===== src/rtl/cpu_defs.sv =====
// Shared definitions for the CPU core: phase one-hot codes,
// instruction group codes and sequencer state encoding.
package cpu_defs;

  localparam logic [3:0] PH_NONE    = 4'b0000;
  localparam logic [3:0] PH_FETCH   = 4'b0001;
  localparam logic [3:0] PH_DECODE  = 4'b0010;
  localparam logic [3:0] PH_EXECUTE = 4'b0100;
  localparam logic [3:0] PH_COMMIT  = 4'b1000;

  localparam logic [1:0] GRP_SYS  = 2'b00;
  localparam logic [1:0] GRP_LDST = 2'b01;
  localparam logic [1:0] GRP_JMP  = 2'b10;
  localparam logic [1:0] GRP_ALU  = 2'b11;

  typedef enum logic [2:0] {
    ST_IDLE    = 3'd0,
    ST_FETCH   = 3'd1,
    ST_DECODE  = 3'd2,
    ST_EXECUTE = 3'd3,
    ST_COMMIT  = 3'd4,
    ST_GRANT   = 3'd5
  } seq_state_e;

  function automatic logic [3:0] phase_of(seq_state_e s);
    logic [3:0] ph;
    ph = PH_NONE;
    case (s)
      ST_FETCH:   ph = PH_FETCH;
      ST_DECODE:  ph = PH_DECODE;
      ST_EXECUTE: ph = PH_EXECUTE;
      ST_COMMIT:  ph = PH_COMMIT;
      default:    ph = PH_NONE;
    endcase
    return ph;
  endfunction

endpackage


===== src/rtl/wait_timer.sv =====
// Saturating memory wait-state counter; EXPIRED once the
// count reaches WAIT_MAX (never asserted when WAIT_MAX is 0).
module wait_timer #(
  parameter int WAIT_MAX = 15
) (
  input  logic CLK,
  input  logic RESETN,
  input  logic clr_i,
  input  logic en_i,
  output logic expired_o
);

  localparam int W = (WAIT_MAX < 1) ? 1 : $clog2(WAIT_MAX + 1);
  localparam logic [W-1:0] CMAX = W'(WAIT_MAX);

  logic [W-1:0] cnt_q, cnt_d;

  always_comb begin
    cnt_d = cnt_q;
    if (clr_i)
      cnt_d = '0;
    else if (en_i && (cnt_q != CMAX))
      cnt_d = cnt_q + 1'b1;
  end

  always_ff @(posedge CLK or negedge RESETN) begin
    if (!RESETN)
      cnt_q <= '0;
    else
      cnt_q <= cnt_d;
  end

  assign expired_o = (WAIT_MAX != 0) && (cnt_q == CMAX);

endmodule


===== src/rtl/phase_sequencer.sv =====
// Instruction-cycle controller: F/D/E/C phases, memory wait
// states with timeout abort, bus grant at instruction boundaries.
module phase_sequencer
  import cpu_defs::*;
#(
  parameter int WAIT_MAX = 15
) (
  input  logic       CLK,
  input  logic       RESETN,
  input  logic       RUN,
  input  logic [1:0] GROUPX,
  input  logic       STX,
  input  logic       MEM_READY,
  input  logic       BUS_REQ,
  input  logic       ERR_CLR,
  output logic [3:0] PHASEX,
  output logic       MEM_REQ,
  output logic       MEM_WE,
  output logic       INSTR_LD,
  output logic       PC_INC,
  output logic       BUS_GNT,
  output logic       HALTED,
  output logic       TIMEOUT
);

  seq_state_e state_q, state_d;
  logic       timeout_q, timeout_d;
  logic       ldst;
  logic       abort;
  logic       expired;
  logic       wt_clr;
  logic       wt_en;

  always_comb begin
    ldst = 1'b0;
    unique case (1'b1)
      (GROUPX == GRP_LDST): ldst = 1'b1;
      (GROUPX == GRP_SYS),
      (GROUPX == GRP_JMP),
      (GROUPX == GRP_ALU):  ldst = 1'b0;
    endcase
  end

  always_comb begin
    state_d = state_q;
    abort   = 1'b0;
    unique case (state_q)
      ST_IDLE: begin
        if (BUS_REQ)
          state_d = ST_GRANT;
        else if (RUN && !timeout_q)
          state_d = ST_FETCH;
      end
      ST_FETCH: begin
        if (MEM_READY)
          state_d = ST_DECODE;
        else if (expired) begin
          state_d = ST_IDLE;
          abort   = 1'b1;
        end
      end
      ST_DECODE:
        state_d = ST_EXECUTE;
      ST_EXECUTE: begin
        if (!ldst || MEM_READY)
          state_d = ST_COMMIT;
        else if (expired) begin
          state_d = ST_IDLE;
          abort   = 1'b1;
        end
      end
      ST_COMMIT: begin
        if (BUS_REQ)
          state_d = ST_GRANT;
        else if (RUN && !timeout_q)
          state_d = ST_FETCH;
        else
          state_d = ST_IDLE;
      end
      ST_GRANT: begin
        if (!BUS_REQ)
          state_d = ST_IDLE;
      end
      default:
        state_d = ST_IDLE;
    endcase
  end

  // an abort in the same cycle as ERR_CLR keeps the flag set
  always_comb begin
    timeout_d = timeout_q;
    if (abort)
      timeout_d = 1'b1;
    else if (ERR_CLR)
      timeout_d = 1'b0;
  end

  always_ff @(posedge CLK or negedge RESETN) begin
    if (!RESETN) begin
      state_q   <= ST_IDLE;
      timeout_q <= 1'b0;
    end else begin
      state_q   <= state_d;
      timeout_q <= timeout_d;
    end
  end

  assign wt_clr = (state_d != state_q);
  assign wt_en  = MEM_REQ && !MEM_READY;

  wait_timer #(
    .WAIT_MAX (WAIT_MAX)
  ) u_wait_timer (
    .CLK       (CLK),
    .RESETN    (RESETN),
    .clr_i     (wt_clr),
    .en_i      (wt_en),
    .expired_o (expired)
  );

  assign PHASEX   = phase_of(state_q);
  assign MEM_REQ  = (state_q == ST_FETCH) ||
                    ((state_q == ST_EXECUTE) && ldst);
  assign MEM_WE   = (state_q == ST_EXECUTE) && ldst && STX;
  assign INSTR_LD = (state_q == ST_FETCH) && MEM_READY;
  assign PC_INC   = (state_q == ST_COMMIT);
  assign BUS_GNT  = (state_q == ST_GRANT);
  assign HALTED   = (state_q == ST_IDLE);
  assign TIMEOUT  = timeout_q;

endmodule


===== config.mk =====
export PLATFORM = sky130hd
export DESIGN_NAME = phase_sequencer
export DESIGN_NICKNAME = d
export VERILOG_FILES = /design/src/rtl/cpu_defs.sv /design/src/rtl/wait_timer.sv /design/src/rtl/phase_sequencer.sv
export SDC_FILE = /design/constraint.sdc
export NUM_CORES = 1
export LEC_CHECK = 0
export BUFFER_PORTS_ARGS = -buffer_cell sky130_fd_sc_hd__buf_2
export CAP_MARGIN = 20
export CORE_AREA = 2 2 39 41
export DETAILED_ROUTE_END_ITERATION = 7
export DIE_AREA = 0 0 41 43
export PLACE_DENSITY = 0.7
export SYNTH_ARGS = -nofsm -noshare
export SYNTH_HDL_FRONTEND = slang
export SYNTH_HIERARCHICAL = 1
export SYNTH_SLANG_ARGS = --single-unit

===== constraint.sdc =====
create_clock -name CLK -period 2.05 [get_ports CLK]
set_input_delay 0.205 -clock CLK [delete_from_list [all_inputs] [get_ports CLK]]
set_output_delay 0.205 -clock CLK [all_outputs]
set_load 0.005 [all_outputs]

# Yosys cells after proc, flatten, opt, wreduce, memory -nomap -nowiden
# Cells that the tools add are included.
# totals
register_bits	8
inputBits	9
out_inout_bits	11
elab_cells	50
# op_classes
n_addsub	1
eq_ne	11
mux	19
reduce_logical	16
# op_table
op	count
2-to-1 mux 3 bit	7
case mux 3 bit (6 select lines)	1
case mux 4 bit (4 select lines)	1
2-to-1 mux 4 bit	2
equality test 3 x 2 -> 1 bit (second input constant)	2
equality test 3 bit (second input constant)	2
logical AND 1 bit	6
2-to-1 mux 1 bit	6
adder 4 x 1 -> 4 bit (second input constant)	1
equality test 2 bit (second input constant)	2
equality test 4 bit (second input constant)	1
inequality test 4 bit (second input constant)	1
case mux 1 bit (2 select lines)	2
nonzero test 2 bit	2
equality test 3 x 1 -> 1 bit (second input constant)	1
zero test 1 bit	3
zero test 3 bit	1
inequality test 3 bit	1
OR reduction 3 bit	1
equality test 2 x 1 -> 1 bit (second input constant)	1
zero test 2 bit	1
logical OR 1 bit	2

# Longest topological paths before layout
# logic_depth
depth_word	9
ltp_mapped	8

# Modules after synthesis
# Netlist, hierarchy kept.
# modules_own_cells
mod	instances	cells_per_inst	area_per_inst_um2	seq_area_each_um2
phase_sequencer	1	42	334.1	100.1
wait_timer	1	20	229.0	100.1

# Worst setup path after synthesis
# Ideal clock, no wire load.
# synth_timing
kind	reg2reg
start	reg u_wait_timer.cnt_q[0]
end	reg u_wait_timer.cnt_q[0]
t_arrival_ns	1.670
required_time_ns	1.925
slack_ns	0.255
stages_incl_launch_ff	9
synth_period_minus_slack_ns	1.795
cell_sequence	dfrtp_1 -> ha_1 -> and3_4 -> nor2_1 -> a2bb2oi_1 -> and3_1 -> o21ai_1 -> nor2b_1 -> mux2_4
# synth_via
elab_chain_cells	6
# synth_lines
item	line_no	rtl
from (decl)	wait_timer.sv:16	logic [W-1:0] cnt_q, cnt_d;
from (signal assigned)	wait_timer.sv:30	cnt_q <= cnt_d;
equality test 4 bit *	wait_timer.sv:33	assign expired_o = (WAIT_MAX != 0) && (cnt_q == CMAX);
via expired	phase_sequencer.sv:30	logic expired;
2-to-1 mux 3 bit *	phase_sequencer.sv:57, phase_sequencer.sv:67	
2-to-1 mux 3 bit, on equally long branches	phase_sequencer.sv:65, phase_sequencer.sv:55	
case mux 3 bit (6 select lines) *	phase_sequencer.sv:47	unique case (state_q)
inequality test 3 bit *	phase_sequencer.sv:108	assign wt_clr = (state_d != state_q);
via wt_clr	phase_sequencer.sv:31	logic wt_clr;
2-to-1 mux 4 bit or nonzero test 2 bit (tied branches)	-	
# The timed path passes the listed nets; every way through them passes the cells marked *. The select of a mux whose other input is x is not followed.
# A chain may end at the register's enable or synchronous reset.

# Worst setup path in the final report
# Ends and elaborated chain as after synthesis.

==> summary.txt <==
Setup path
  – Crit-path max FO: 6
  – R2R setup slack: 0.11 ns
  – R2r worst-path depth: 8
  – WS Path Type: reg2reg
  – Worst setup EP type: flop
  – Data arrival time of the critical path: 2.07 ns
  – Worst-path cell chain: ha_1 -> and3_4 -> nor2_1 -> a2bb2oi_1 -> and3_1 -> o21ai_2 -> nor2b_1 -> mux2_4
  – Critical path's top delay family: simple AND/OR/NAND/NOR gates
  – CP bufs+invs: 0
  – Worst Setup Start Kind: flop
  – Critical Path RT: 2.18 ns
  – Cell count along the critical path: 8
  – Slowest cell delay on critical path: 0.38 ns
  – Reg2reg end: u_wait_timer/cnt_q[0]
  – Reg2reg start: u_wait_timer/cnt_q[0]
  – Slowest library cell on the worst path: dfrtp_1

Routing
  – Vias: 534
  – Drt wl/cell: 11.4 µm
  – DR iter-0 viols: 4
  – DRC: 0
  – DR pass1 iterations: 4
  – Drt total wl: 1130 µm
  – Number of vias per cell: 5.39
  – ANT nets after route: 0

Final layout
  – Area Overhead vs Synth: 25.8%
  – FF/Latch Area: 200 µm²
  – Multi-input combinational cell area: 345 µm²
  – Final nets: 95
  – N_diodes: 0
  – Layout cells sized above 1: 0.349
  – # fillers: 144

Floorplanning
  – I/O pin cnt: 20
  – Initial Util: 0.407
  – Die H: 43 µm
  – Row count: 14
  – Overall die width: 41 µm
  – Core region area: 1380 µm²
  – Die area: 1760 µm²

Logic synthesis
  – Post-synth EDFFs: 0
  – Post-synth net total: 72
  – Ys Warns: 6
  – Synth Instances: 62
  – Count of cell types in the netlist: 34
  – Synth async-reset ratio: 1.00
  – Post-synthesis register bit count: 8
  – Seq/Total Area, Yosys: 0.356
  – Post-synth top flop: dfrtp_1
  – Post-Syn Area: 563 µm²
  – Mean Syn Cell Area: 9.08 µm²

Pwr
  – Clock Power Share: 0.150
  – Sequential Power Share: 0.355
  – Net switching fraction of the power: 0.405
  – Worst VDD drop: 0.000617 V
  – Switching power: 0.000321 W
  – Power per standard cell area: 1120 nW/µm²
  – Comb power frac: 0.495
  – P_int: 0.000471 W
  – Leakage: 0.350 nW

GRT
  – Pin count of the biggest net entering global routing: 15
  – First-pass GRT wire length: 1830 µm
  – Number of global-route vias before repair: 434
  – Initial antenna violation count: 0
  – Tot GR Track Use: 0.156
  – GRT Residual Overflow: 0

Timing
  – Pins over their slew limit: 0
  – Final Hold Fails: 0
  – Setup_tns: 0 ns
  – Worst-Margin Slew: 0.396 ns
  – Setup Skew: 0.00334 ns
  – RSZ-0062 raised after global routing: false
  – Tcrit/Tclk final: 0.946
  – Final Critical Period: 1.94 ns
  – Final setup fails: 0
  – WHS: 0.115 ns
  – Max transition margin: 0.736
  – Maximum clock frequency: 516 MHz

Clocking
  – Cts bufs inserted: 3
  – CTS sink cnt: 8
  – Post-CTS Setup Repair Bufs: 0
  – Clock buffer depth: 2
  – Clk pin slew, worst setup/hold paths: 0.06 ns
  – Root Driver: clkbuf_4
  – H-tree depth: 1
  – Clock latency on the worst-skew pair: 0.25 ns
  – CTS tree: done

Job
  – Max cap viols: 0

Place
  – GPL Wtd Cong: 0.761
  – Hpwl dp: 842 µm
  – Port Buffers: 19

Hold path
  – Critical hold path startpoint: ERR_CLR
  – Hold Path End: TIMEOUT
  – Hold WC Path Type: in2reg
  – Worst Hold Depth: 2

Run status
  – Status: completed
==> metrics by stage <==
step,setup slack (ns),util,instance area (µm²),total power [W],cells
final,0.111,0.512,708,0.000791,99
after global routing,0.0136,0.512,708,0.000874,99
after CTS,0.103,0.512,708,0.000800,99
after detailed placement,0.0210,0.486,672,0.000664,95
after global placement,0.0754,0.486,672,0.000656,95
after floorplan,0.255,-,563,0.000539,62
==> layout make-up <==
type	instances	area share
clock buffer	3	0.0318
inverter	2	0.0106
multi-input combinational	49	0.488
sequential	8	0.283
tap	16	0.0283
timing repair buffer	21	0.159
==> placed cells by master (no fill, tap or decap), drive strengths merged <==
cell	synthesis	routed
a2bb2oi	1	1
o31ai	1	1
or2	1	1
dfrtp	8	8
a22oi	1	1
mux2	1	1
buf	2	20
ha	1	1
a21oi	4	4
a211oi	1	1
nor2b	4	4
a2111o	1	1
and3b	1	1
nor3	2	2
or3b	1	1
nand2b	4	4
clkbuf	1	3
inv	1	1
nor3b	3	3
and2	2	2
and4b	2	2
mux2i	1	1
nor2	5	5
o21ai	5	5
clkinv	1	1
nand4	1	1
and3	2	2
dlygate4sd3	0	1
nand2	2	2
a22o	1	1
o211a	1	1
==> worst reg2reg max path: stages, from the launching register on <==
cell and delay [ns]:
dfrtp_1 0.38, ha_1 0.20, and3_4 0.23, nor2_1 0.05
a2bb2oi_1 0.13, and3_1 0.22, o21ai_2 0.27, nor2b_1 0.08
mux2_4 0.27
==> layer usage <==
| layer | share of wire | GRT usage | up-vias | wire length (µm) |
|---|---|---|---|---|
| met1 | 0.46 | 0.195 | 252 | 515 |
| met4 | 0.0089 | 0.0800 | 0 | 10 |
| met2 | 0.48 | 0.231 | 11 | 536 |
| met3 | 0.057 | 0.0471 | 2 | 64 |
| met5 | 0 | 0 | - | 0 |
| li1 | - | - | 269 | - |
==> power by group through the flow <==
stage	logic (W)	registers (W)	clock network [W]
after global placement	0.000376	0.000280	0
after global routing	0.000447	0.000295	0.000131
final	0.000391	0.000281	0.000119
after detailed placement	0.000381	0.000283	0
after floorplan	0.000324	0.000214	0
after CTS	0.000396	0.000281	0.000124
==> registers in the layout, indices dropped and copies added (netlist names) <==
name and flops:
state_q 3, TIMEOUT 1, u_wait_timer/cnt_q 4
==> Yosys cell counts (all sizes together) (2+ instances only) <==
cell type,instances,share of area
nor2,5,0.033
nor3,2,0.018
nand2,2,0.013
and3,2,0.031
buf,2,0.018
a21oi,4,0.036
dfrtp,8,0.36
o21ai,5,0.044
and2,2,0.022
nor3b,3,0.040
nand2b,4,0.044
nor2b,4,0.058
and4b,2,0.038
==> how the worst max path moves through the flow <==
stage                            end             startpoint
3_3_place_gp   u_wait_timer/cnt_q[0]  u_wait_timer/cnt_q[1]
6_report       u_wait_timer/cnt_q[0]  u_wait_timer/cnt_q[0]
3_5_place_dp   u_wait_timer/cnt_q[0]  u_wait_timer/cnt_q[0]
4_1_cts        u_wait_timer/cnt_q[0]  u_wait_timer/cnt_q[0]
2_1_floorplan  u_wait_timer/cnt_q[0]  u_wait_timer/cnt_q[0]
5_1_grt        u_wait_timer/cnt_q[0]  u_wait_timer/cnt_q[0]
==> cells by family after synthesis <==
kind of cell | synth area share
adders and majority gates | 0.0222
DFF | 0.356
and+or+nand+nor | 0.351
AOI/OAI and AO/OA | 0.189
buffers and inverters | 0.0378
muxes | 0.0444
==> repair_timing <==
action,in CTS,in global routing
gates resized for setup,1,0
hold endpoints to repair,8,0
hold buffers,1,0
setup endpoints to repair,1,0
No activity file was read; power rests on OpenSTA's default activity.
